<file path="src/rtl/rx_frame_pkg.sv">
// Shared types and constants for the receive frame controller and its FIFO.
package rx_frame_pkg;

  typedef enum logic [1:0] {
    ST_DISABLED  = 2'd0,
    ST_ARMED     = 2'd1,
    ST_RECEIVING = 2'd2,
    ST_CHECK     = 2'd3
  } state_e;

  localparam logic [1:0] PAR_NONE = 2'd0;
  localparam logic [1:0] PAR_EVEN = 2'd1;
  localparam logic [1:0] PAR_ODD  = 2'd2;

  localparam int unsigned ST_PAR_BIT = 0;
  localparam int unsigned ST_FRM_BIT = 1;
  localparam int unsigned ST_BRK_BIT = 2;

  localparam int unsigned ENTRY_W = 11;

  function automatic logic has_parity(input logic [1:0] par);
    return (par == PAR_EVEN) || (par == PAR_ODD);
  endfunction

  // N = start + (5 + dsel) data + parity + (1 + stop2) stop bits
  function automatic logic [5:0] frame_len(input logic [1:0] dsel, input logic [1:0] par,
                                           input logic stop2);
    return 6'd7 + {4'd0, dsel} + {5'd0, has_parity(par)} + {5'd0, stop2};
  endfunction

endpackage

</file>
<file path="src/rtl/rx_fifo.sv">
// First-word fall-through FIFO with level count; push_ok_o reports acceptance.
module rx_fifo #(
  parameter int unsigned DEPTH = 8,
  parameter int unsigned AW    = 3,
  parameter int unsigned DW    = 11
) (
  input  logic          clk_i,
  input  logic          reset_i,
  input  logic          push_i,
  input  logic          pop_i,
  input  logic [DW-1:0] wdata_i,
  output logic [DW-1:0] rdata_o,
  output logic          empty_o,
  output logic          full_o,
  output logic [AW:0]   level_o,
  output logic          push_ok_o
);

  localparam logic [AW:0] FULL_LVL = (AW+1)'(DEPTH);

  logic [DW-1:0] mem [DEPTH];
  logic [AW-1:0] wr_ptr, rd_ptr;
  logic [AW:0]   level;
  logic          pop_ok;

  assign empty_o   = (level == '0);
  assign full_o    = (level == FULL_LVL);
  assign level_o   = level;
  // A full FIFO still accepts a write when the head leaves in the same cycle
  assign push_ok_o = push_i & (~full_o | pop_i);
  assign pop_ok    = pop_i & ~empty_o;
  assign rdata_o   = empty_o ? '0 : mem[rd_ptr];

  always_ff @(posedge clk_i or negedge reset_i) begin
    if (!reset_i) begin
      wr_ptr <= '0;
      rd_ptr <= '0;
      level  <= '0;
    end else begin
      if (push_ok_o) wr_ptr <= wr_ptr + 1'b1;
      if (pop_ok)    rd_ptr <= rd_ptr + 1'b1;
      case ({push_ok_o, pop_ok})
        2'b10:   level <= level + 1'b1;
        2'b01:   level <= level - 1'b1;
        default: level <= level;
      endcase
    end
  end

  always_ff @(posedge clk_i) begin
    if (push_ok_o) mem[wr_ptr] <= wdata_i;
  end

endmodule

</file>
<file path="src/rtl/rx_frame_ctl.sv">
// Sequences the bit-serial receiver, checks completed frames and queues
// data plus status for the register interface.
module rx_frame_ctl
  import rx_frame_pkg::*;
#(
  parameter int unsigned SHIFT_REG_WIDTH = 16,
  parameter int unsigned FIFO_DEPTH      = 8,
  parameter int unsigned FIFO_AW         = 3
) (
  input  logic                       clk_i,
  input  logic                       reset_i,
  input  logic                       enable_i,
  input  logic [1:0]                 data_bits_i,
  input  logic [1:0]                 parity_i,
  input  logic                       stop2_i,
  input  logic [1:0]                 clk_sel_i,
  output logic [5:0]                 rx_bits_o,
  output logic                       rx_eedd_o,
  output logic                       rx_eedc_o,
  input  logic [SHIFT_REG_WIDTH-1:0] rx_dat_i,
  input  logic                       rx_idle_i,
  input  logic                       pop_i,
  output logic [7:0]                 rdata_o,
  output logic [2:0]                 rstat_o,
  output logic                       empty_o,
  output logic                       full_o,
  output logic [FIFO_AW:0]           level_o,
  output logic                       overrun_o,
  input  logic                       clr_ovr_i
);

  state_e                     state_q, state_d;
  logic [1:0]                 cfg_dsel_q, cfg_par_q, cfg_sel_q;
  logic                       cfg_stop2_q;
  logic [5:0]                 rx_bits_q;
  logic [1:0]                 eed_q;
  logic [SHIFT_REG_WIDTH-1:0] frame_q;
  logic                       discard_q;
  logic                       overrun_q;

  logic                       push, push_ok;
  logic [ENTRY_W-1:0]         entry, fifo_rdata;

  always_comb begin
    state_d = state_q;
    case (state_q)
      ST_DISABLED:  if (enable_i) state_d = ST_ARMED;
      ST_ARMED: begin
        if (!enable_i)       state_d = ST_DISABLED;
        else if (!rx_idle_i) state_d = ST_RECEIVING;
      end
      ST_RECEIVING: if (rx_idle_i) state_d = ST_CHECK;
      ST_CHECK:     state_d = enable_i ? ST_ARMED : ST_DISABLED;
      default:      state_d = ST_DISABLED;
    endcase
  end

  // Once enable drops mid-frame the edge detectors stay off and the frame is
  // discarded, even if enable returns before the receiver goes idle.
  always_ff @(posedge clk_i or negedge reset_i) begin
    if (!reset_i) begin
      state_q     <= ST_DISABLED;
      cfg_dsel_q  <= '0;
      cfg_par_q   <= '0;
      cfg_sel_q   <= '0;
      cfg_stop2_q <= 1'b0;
      rx_bits_q   <= '0;
      eed_q       <= '0;
      frame_q     <= '0;
      discard_q   <= 1'b0;
    end else begin
      state_q <= state_d;
      case (state_q)
        ST_DISABLED: begin
          if (enable_i) begin
            cfg_dsel_q  <= data_bits_i;
            cfg_par_q   <= parity_i;
            cfg_sel_q   <= clk_sel_i;
            cfg_stop2_q <= stop2_i;
            rx_bits_q   <= frame_len(data_bits_i, parity_i, stop2_i);
            eed_q       <= clk_sel_i;
            discard_q   <= 1'b0;
          end
        end
        ST_ARMED: if (!enable_i) eed_q <= '0;
        ST_RECEIVING: begin
          if (!enable_i) eed_q <= '0;
          discard_q <= discard_q | ~enable_i;
          if (rx_idle_i) frame_q <= rx_dat_i;
        end
        ST_CHECK: begin
          eed_q     <= enable_i ? cfg_sel_q : '0;
          discard_q <= 1'b0;
        end
        default: eed_q <= '0;
      endcase
    end
  end

  logic [SHIFT_REG_WIDTH-1:0] sh, ones, nmask;
  logic [5:0]                 base;
  logic [3:0]                 d_len;
  logic [4:0]                 sp;
  logic [1:0]                 stops;
  logic [7:0]                 data;
  logic                       par_b, brk, frm_err, par_err;
  logic [2:0]                 stat;

  // Frame occupies the top N bits of the shift register, start bit lowest
  always_comb begin
    base    = 6'(SHIFT_REG_WIDTH) - rx_bits_q;
    sh      = frame_q >> base;
    d_len   = 4'd5 + {2'b00, cfg_dsel_q};
    data    = 8'(sh >> 1) & (8'hFF >> (2'd3 - cfg_dsel_q));
    par_b   = 1'(sh >> (d_len + 4'd1));
    sp      = {1'b0, d_len} + 5'd1 + {4'd0, has_parity(cfg_par_q)};
    stops   = 2'(sh >> sp);
    ones    = '1;
    nmask   = ~(ones << rx_bits_q);
    brk     = ((sh & nmask) == '0);
    frm_err = sh[0] | ~stops[0] | (cfg_stop2_q & ~stops[1]) | brk;
    par_err = 1'b0;
    if (cfg_par_q == PAR_EVEN)     par_err = ^data ^ par_b;
    else if (cfg_par_q == PAR_ODD) par_err = ~(^data ^ par_b);
    stat             = '0;
    stat[ST_PAR_BIT] = par_err;
    stat[ST_FRM_BIT] = frm_err;
    stat[ST_BRK_BIT] = brk;
    entry            = {stat, data};
  end

  assign push = (state_q == ST_CHECK) && !discard_q;

  always_ff @(posedge clk_i or negedge reset_i) begin
    if (!reset_i)              overrun_q <= 1'b0;
    else if (push && !push_ok) overrun_q <= 1'b1;
    else if (clr_ovr_i)        overrun_q <= 1'b0;
  end

  rx_fifo #(
    .DEPTH(FIFO_DEPTH),
    .AW   (FIFO_AW),
    .DW   (ENTRY_W)
  ) u_fifo (
    .clk_i    (clk_i),
    .reset_i  (reset_i),
    .push_i   (push),
    .pop_i    (pop_i),
    .wdata_i  (entry),
    .rdata_o  (fifo_rdata),
    .empty_o  (empty_o),
    .full_o   (full_o),
    .level_o  (level_o),
    .push_ok_o(push_ok)
  );

  assign rx_bits_o = rx_bits_q;
  assign rx_eedd_o = eed_q[0];
  assign rx_eedc_o = eed_q[1];
  assign rdata_o   = fifo_rdata[7:0];
  assign rstat_o   = fifo_rdata[10:8];
  assign overrun_o = overrun_q;

endmodule

</file>
<file path="config.mk">
export PLATFORM = sky130hd
export DESIGN_NAME = rx_frame_ctl
export DESIGN_NICKNAME = d
export VERILOG_FILES = /design/src/rtl/rx_frame_pkg.sv /design/src/rtl/rx_fifo.sv /design/src/rtl/rx_frame_ctl.sv
export SDC_FILE = /design/constraint.sdc
export NUM_CORES = 1
export LEC_CHECK = 0
export CAP_MARGIN = 5
export CORE_MARGIN = 3
export CORE_UTILIZATION = 59
export CTS_CLUSTER_DIAMETER = 40
export DETAILED_ROUTE_END_ITERATION = 12
export PLACE_DENSITY = 0.92
export SYNTH_ARGS = -nofsm -noshare
export SYNTH_HDL_FRONTEND = slang
export SYNTH_SLANG_ARGS = --single-unit
</file>
<file path="constraint.sdc">
create_clock -name clk_i -period 5.17 [get_ports clk_i]
set_input_delay 1.551 -clock clk_i [delete_from_list [all_inputs] [get_ports clk_i]]
set_output_delay 1.551 -clock clk_i [all_outputs]
set_load 0.01 [all_outputs]
</file>
# Yosys cells after proc, flatten, opt, wreduce, memory -nomap -nowiden
# Memories as Yosys holds them, arrays and structs flattened.
# Cells that the tools add are included.
# totals
ff_bits	45
ram_bits	88
input_bits	29
output_inout_bits	26
word_cells	103
mem_count	1
# classes
addsub	13
eq_ne	14
n_shift	5
muxes	20
bitwise	18
reduce_logical	19
# memory_table
name	words	word_bits	read_ports	rd_clocked_by_memory_dff	write_ports	line_no	text
u_fifo.mem	8	11	1	0	1	rx_fifo.sv:21	logic [DW-1:0] mem [DEPTH];
# ops
cell	count
16-bit bitwise AND	1
16-bit logical NOT	1
16-bit inverter	1
16-bit by 6-bit left shift with 16-bit output, first input constant	1
16-bit by 4-bit >> shifter with 1-bit output	1
16-bit by 5-bit >> shifter with 2-bit output	1
16-bit by 6-bit >> shifter with 16-bit output	1
2-bit 2-to-1 mux	7
11-bit 2-to-1 mux	1
2-bit equality test, second input constant	5
3-bit by 2-bit adder with 4-bit output, first input constant	2
4-bit by 1-bit adder with 4-bit output, second input constant	2
8-bit bitwise AND	1
2-bit by 1-bit equality test with 1-bit output, second input constant	4
1-bit 2-to-1 mux	8
2-bit one-hot mux with 4 select lines	1
4-bit one-hot mux with 2 select lines	1
2-bit AND reduction	4
8-bit parity	1
8-bit by 2-bit >> shifter with 8-bit output, first input constant	1
3-bit by 1-bit adder with 3-bit output, second input constant	2
5-bit by 1-bit adder with 6-bit output	1
2-bit inequality test, second input constant	3
1-bit inverter	6
other kinds (22)	32

# Depth between registers and ports, before layout
# logic_depth
word_depth	8
mapped_depth	15
mapped_depth_nobuf	12

# Modules after synthesis
# From an unflattened synthesis, not the netlist that was laid out.
# unflattened
hier_cells	501
hier_area_um2	6915.4
# modules_own_cells
mod	n_inst	cells_each	area_each_um2	seq_area_each_um2
rx_fifo	1	197	3923.8	2892.8
rx_frame_ctl	1	304	2991.6	825.8

# Worst setup path after synthesis
# OpenSTA, ideal clock, no wires.
# synth_timing
path_type	reg2reg
from	reg rx_bits_q[0] (netlist: rx_bits_o[0])
to	mem u_fifo.mem[0][8], data pin
setup_ns	0.285
arrival_ns	3.908
t_required_ns	4.885
path_slack_ns	0.977
stages_incl_launch_ff	15
n_path_buf	3
period_less_slack_ns	4.193
cell_sequence	dfrtp_1 -> buf_2 -> inv_1 -> buf_2 -> ha_1 -> ha_1 -> buf_2 -> mux4_2 -> mux2i_1 -> nor3b_1 -> xor2_1 -> xnor3_1 -> xnor3_1 -> xor2_1 -> mux2_1
# synth_via
elab_chain_cells	8
word_cells_on_any_way	9
cone_classes	1 x add/sub; 2 x shift; 2 x mux; 3 x bitwise; 1 x reduce/logical
# synth_lines
item	line_no	text
start: declaration	rx_frame_ctl.sv:35	logic [5:0] rx_bits_q;
start signal: assignment	rx_frame_ctl.sv:80	rx_bits_q <= frame_len(data_bits_i, parity_i, stop2_i);
5-bit by 6-bit subtractor with 6-bit output *	rx_frame_ctl.sv:111	base = 6'(SHIFT_REG_WIDTH) - rx_bits_q;
16-bit by 6-bit >> shifter with 16-bit output *	rx_frame_ctl.sv:112	sh = frame_q >> base;
8-bit bitwise AND *	rx_frame_ctl.sv:114	data = 8'(sh >> 1) & (8'hFF >> (2'd3 - cfg_dsel_q));
via data[7]	rx_frame_ctl.sv:105	logic [7:0] data;
8-bit parity *	rx_frame_ctl.sv:123, rx_frame_ctl.sv:124	
1-bit XOR *	rx_frame_ctl.sv:123, rx_frame_ctl.sv:124	
1-bit inverter	rx_frame_ctl.sv:124	else if (cfg_par_q == PAR_ODD) par_err = ~(^data ^ par_b);
1-bit 2-to-1 mux	rx_frame_ctl.sv:124	
1-bit 2-to-1 mux *	rx_frame_ctl.sv:123	if (cfg_par_q == PAR_EVEN) par_err = ^data ^ par_b;
via par_err	rx_frame_ctl.sv:106	logic par_b, brk, frm_err, par_err;
end: declaration	rx_fifo.sv:21	
# The timed path passes the listed nets; every way through them passes the cells marked *.

# Worst setup path after layout
# layout_timing
from	reg rx_bits_q[1] (netlist: rx_bits_o[1])
to	mem u_fifo.mem[0][8], data pin
# Same word-level chain as after synthesis.

==> results by group <==
Setup path
  • Startpoint types: flip-flop
  • Cell family with most CP delay: XOR/XNOR gates
  • Max incr delay on CP: 0.97 ns
  • Slowest cell on crit path: nor3b_1
  • CP endpoint kind: flip-flop
  • Worst EP required: 5.29 ns
  • Critical path fanouts, max: 12
  • CP Data Arrival Time: 5.09 ns
  • Crit Path Class: reg -> reg
  • Buf/Inv on CP: 3
  • Cell Chain, Critical Path: inv_1 -> ha_1 -> buf_4 -> mux4_2 -> mux2i_1 -> buf_4 -> nor3b_1 -> xor2_1 -> xnor3_1 -> xnor3_1 -> xor2_1 -> mux2_1

Placement
  • Placed Instances: 708
  • Final GP Congestion: 0.9860
  • Port buffer count: 52
  • Placed cell areas: 7792 um2
  • Final HPWL DP: 11.45 mm

CTS
  • CTS tree: done
  • Cts hold-fix bufs: 0
  • Postcts setup bufs: 0
  • Sink Count: 131
  • Clock transition at the registers of the reported paths: 0.06 ns
  • H-tree depth: 4
  • Clock Latency Late Sink: 0.42 ns
  • Post_cts resized: 0
  • Inserted Clock Buffers: 17
  • CTS max path bufs: 2
  • Root Buffer: clkbuf_16

Logic synthesis
  • Mapped Area: 7084 um2
  • Seq/Total Area, Yosys: 0.5249
  • Simple-Gate Fraction of Synth Area: 0.07347
  • Area leader, netlist: edfxtp_1
  • Top post-synthesis cells by area: edfxtp_1 37%, dfrtp_1 15%, mux4_2 10%, mux2_2 5.2%, ha_1 4.4%
  • Combinational family with the most area after synthesis: multiplexers
  • Post-synth EDFFs: 88
  • Post-synthesis mux area share: 0.1976
  • Seq cells post-synth: 131
  • Post-synth top flop: edfxtp_1
  • Unique masters post-synth: 64
  • Adder-Cell Fraction of Synth Area: 0.05404
  • Area fraction of the dominant cell type after synthesis: 0.3730
  • Yosys warnings: 0
  • XOR/XNOR Fraction of Synth Area: 0.02720
  • Compound-Gate Fraction of Synth Area: 0.08778
  • Post-Synthesis Cells: 522
  • Fraction of registers with async set/reset: 0.3282
  • Syn avg cell area: 13.57 um2

STA
  • Final Hold Viols: 0
  • Final Max Slew Viols: 0
  • FMAX: 201.4 MHz
  • Minimum clock period: 4.966 ns
  • Hold Slack: 0.5062 ns
  • Setup-failing EPs final: 0
  • Worst-Margin Slew: 1.224 ns
  • Final worst-path cycle share: 0.9605
  • Slew headroom: 0.1821
  • Setup TNS: 0 ns
  • RSZ-0062 raised after global routing: false
  • Clock Skews: 0.01265 ns

Layout
  • Final std cells w/o fill: 740
  • Nets: 641
  • Layout area overhead: 18.47%
  • Design Area, Final: 8393 um2
  • Diodes inserted: 0
  • Layout cells sized above 1: 0.1943

Routing
  • Vias: 4,764
  • DRC: 0
  • Antenna-violating nets left: 0
  • Final wirelength: 16.82 mm
  • Initial DRC count: 540
  • DRT Pass-1 Iters: 6
  • Per-cell routed wire length: 22.73 um
  • Vias per inst: 6.438

Run status
  • Outcome: finished, final reports clean

Global routing
  • Total gr overflow: 0
  • First-pass GRT wire length: 27.10 mm
  • Largest net degree at the start of global routing: 44
  • Number of global-route vias before repair: 5,050
  • Tot GR Track Use: 0.2722
  • Initial antenna violation count: 0

Min path
  • Hold WC Path Type: reg -> reg

Floorplan
  • Starting Density: 0.6126
  • Core footprint: 11,560 um2
  • Die Wd: 115.6 um
  • Num rows: 39
  • Die height: 115.6 um
  • Die area: 13,360 um2
  • IO Pins: 55

Job
  • Max_cap viols: 0
==> worst register-to-register path, delay by kind of cell, from the launching register on <==
family	cells	cell delay, ns
simple gates	1	0.97
buf+inv	3	0.58
flops	1	0.55
mux	3	0.71
fa+ha+maj	1	0.59
xor+xnor	4	1.28
==> stage by stage <==
| step | worst slack (ns) | util |
|---|---|---|
| after floorplan | 0.9769 | - |
| after global placement | 0.8404 | 0.6738 |
| after detailed placement | 0.4723 | 0.6738 |
| after CTS | 0.2812 | 0.7257 |
| after global routing | 0.01420 | 0.7257 |
| final | 0.2044 | 0.7257 |
==> flip-flops by register name, indices dropped and copies added (netlist names), named ones only <==
name and count:
rx_bits_o 4, u_fifo.mem 88, discard_q 1, eed_q 2
state_q 1, cfg_par_q 2, u_fifo.rd_ptr 3, cfg_sel_q 2
u_fifo.wr_ptr 3, frame_q 16, cfg_dsel_q 2, u_fifo.level_o 4
overrun_o 1, cfg_stop2_q 1
==> cells in the final DEF (no fill, tap or decap), drive strengths merged, types with 9 or more instances in the layout <==
cell           count
a21oi             17
buf               19
clkbuf            22
clkdlybuf4s50     51
dfrtp             43
edfxtp            88
ha                25
inv               27
mux2              34
mux2i             27
mux4              33
nand2             28
nand2b             9
nor2              36
nor2b              9
o21ai             14
o22ai              9
==> cell usage after synthesis, types with 5 or more instances <==
master and instances:
a2111oi_0 5, a21oi_1 17, buf_2 6, buf_4 5
clkbuf_1 11, dfrtp_1 43, edfxtp_1 88, ha_1 25
inv_1 26, mux2_2 33, mux2i_1 27, mux4_2 32
nand2_1 28, nand2b_1 9, nand3_1 5, nor2_1 36
nor2b_1 9, nor3_1 6, o21ai_0 13, o22ai_1 8
xnor2_1 8, xor2_1 7
==> kinds of logic (layout without fill, tap and decap cells) <==
kind of cell | count (synthesis) | count (layout)
AOI/OAI and AO/OA | 86 | 86
xor gates and xnor gates | 18 | 18
adders and majority gates | 29 | 29
buffers and inverters | 54 | 128
DFF | 131 | 131
muxes | 94 | 94
other | 1 | 2
and+or+nand+nor | 109 | 109
==> cell type report <==
class | count | area, um2
Tap cell | 143 | 178.9
Timing Repair Buffer | 70 | 650.6
Clock inverter | 10 | 156.4
Inverter | 26 | 97.59
Sequential cell | 131 | 3719
Fill cell | 757 | 3172
Clock buffer | 22 | 444.2
Multi-Input combinational cell | 338 | 3147
==> worst paths after layout <==
check                                          from                      endpoint  slack, ns  depth (start not counted)
setup / recovery           rx_bits_o[1]$_DFFE_PN0P_    u_fifo.mem[0][8]$_DFFE_PP_       0.20                         12
hold / removal             cfg_sel_q[1]$_DFFE_PN0P_      cfg_sel_q[1]$_DFFE_PN0P_       0.51                          1
setup reg to reg           rx_bits_o[1]$_DFFE_PN0P_    u_fifo.mem[0][8]$_DFFE_PP_       0.20                         12
hold reg to reg            cfg_sel_q[1]$_DFFE_PN0P_      cfg_sel_q[1]$_DFFE_PN0P_       0.51                          1
max in group asynchronous                   reset_i  u_fifo.wr_ptr[1]$_DFFE_PN0P_       3.29                          1
min in group asynchronous                   reset_i      cfg_par_q[0]$_DFFE_PN0P_       1.27                          1
==> metal layers <==
layer	GRT usage	routed length [um]	vias to the layer above
met4	0.1424	717	0
met3	0.05901	953	63
met1	0.3448	6773	2377
met2	0.4433	8376	208
met5	0	0	-
li1	-	-	2116
Power is not shown: default switching activity piles up to over one toggle a cycle in this logic, so the estimate is an artifact.
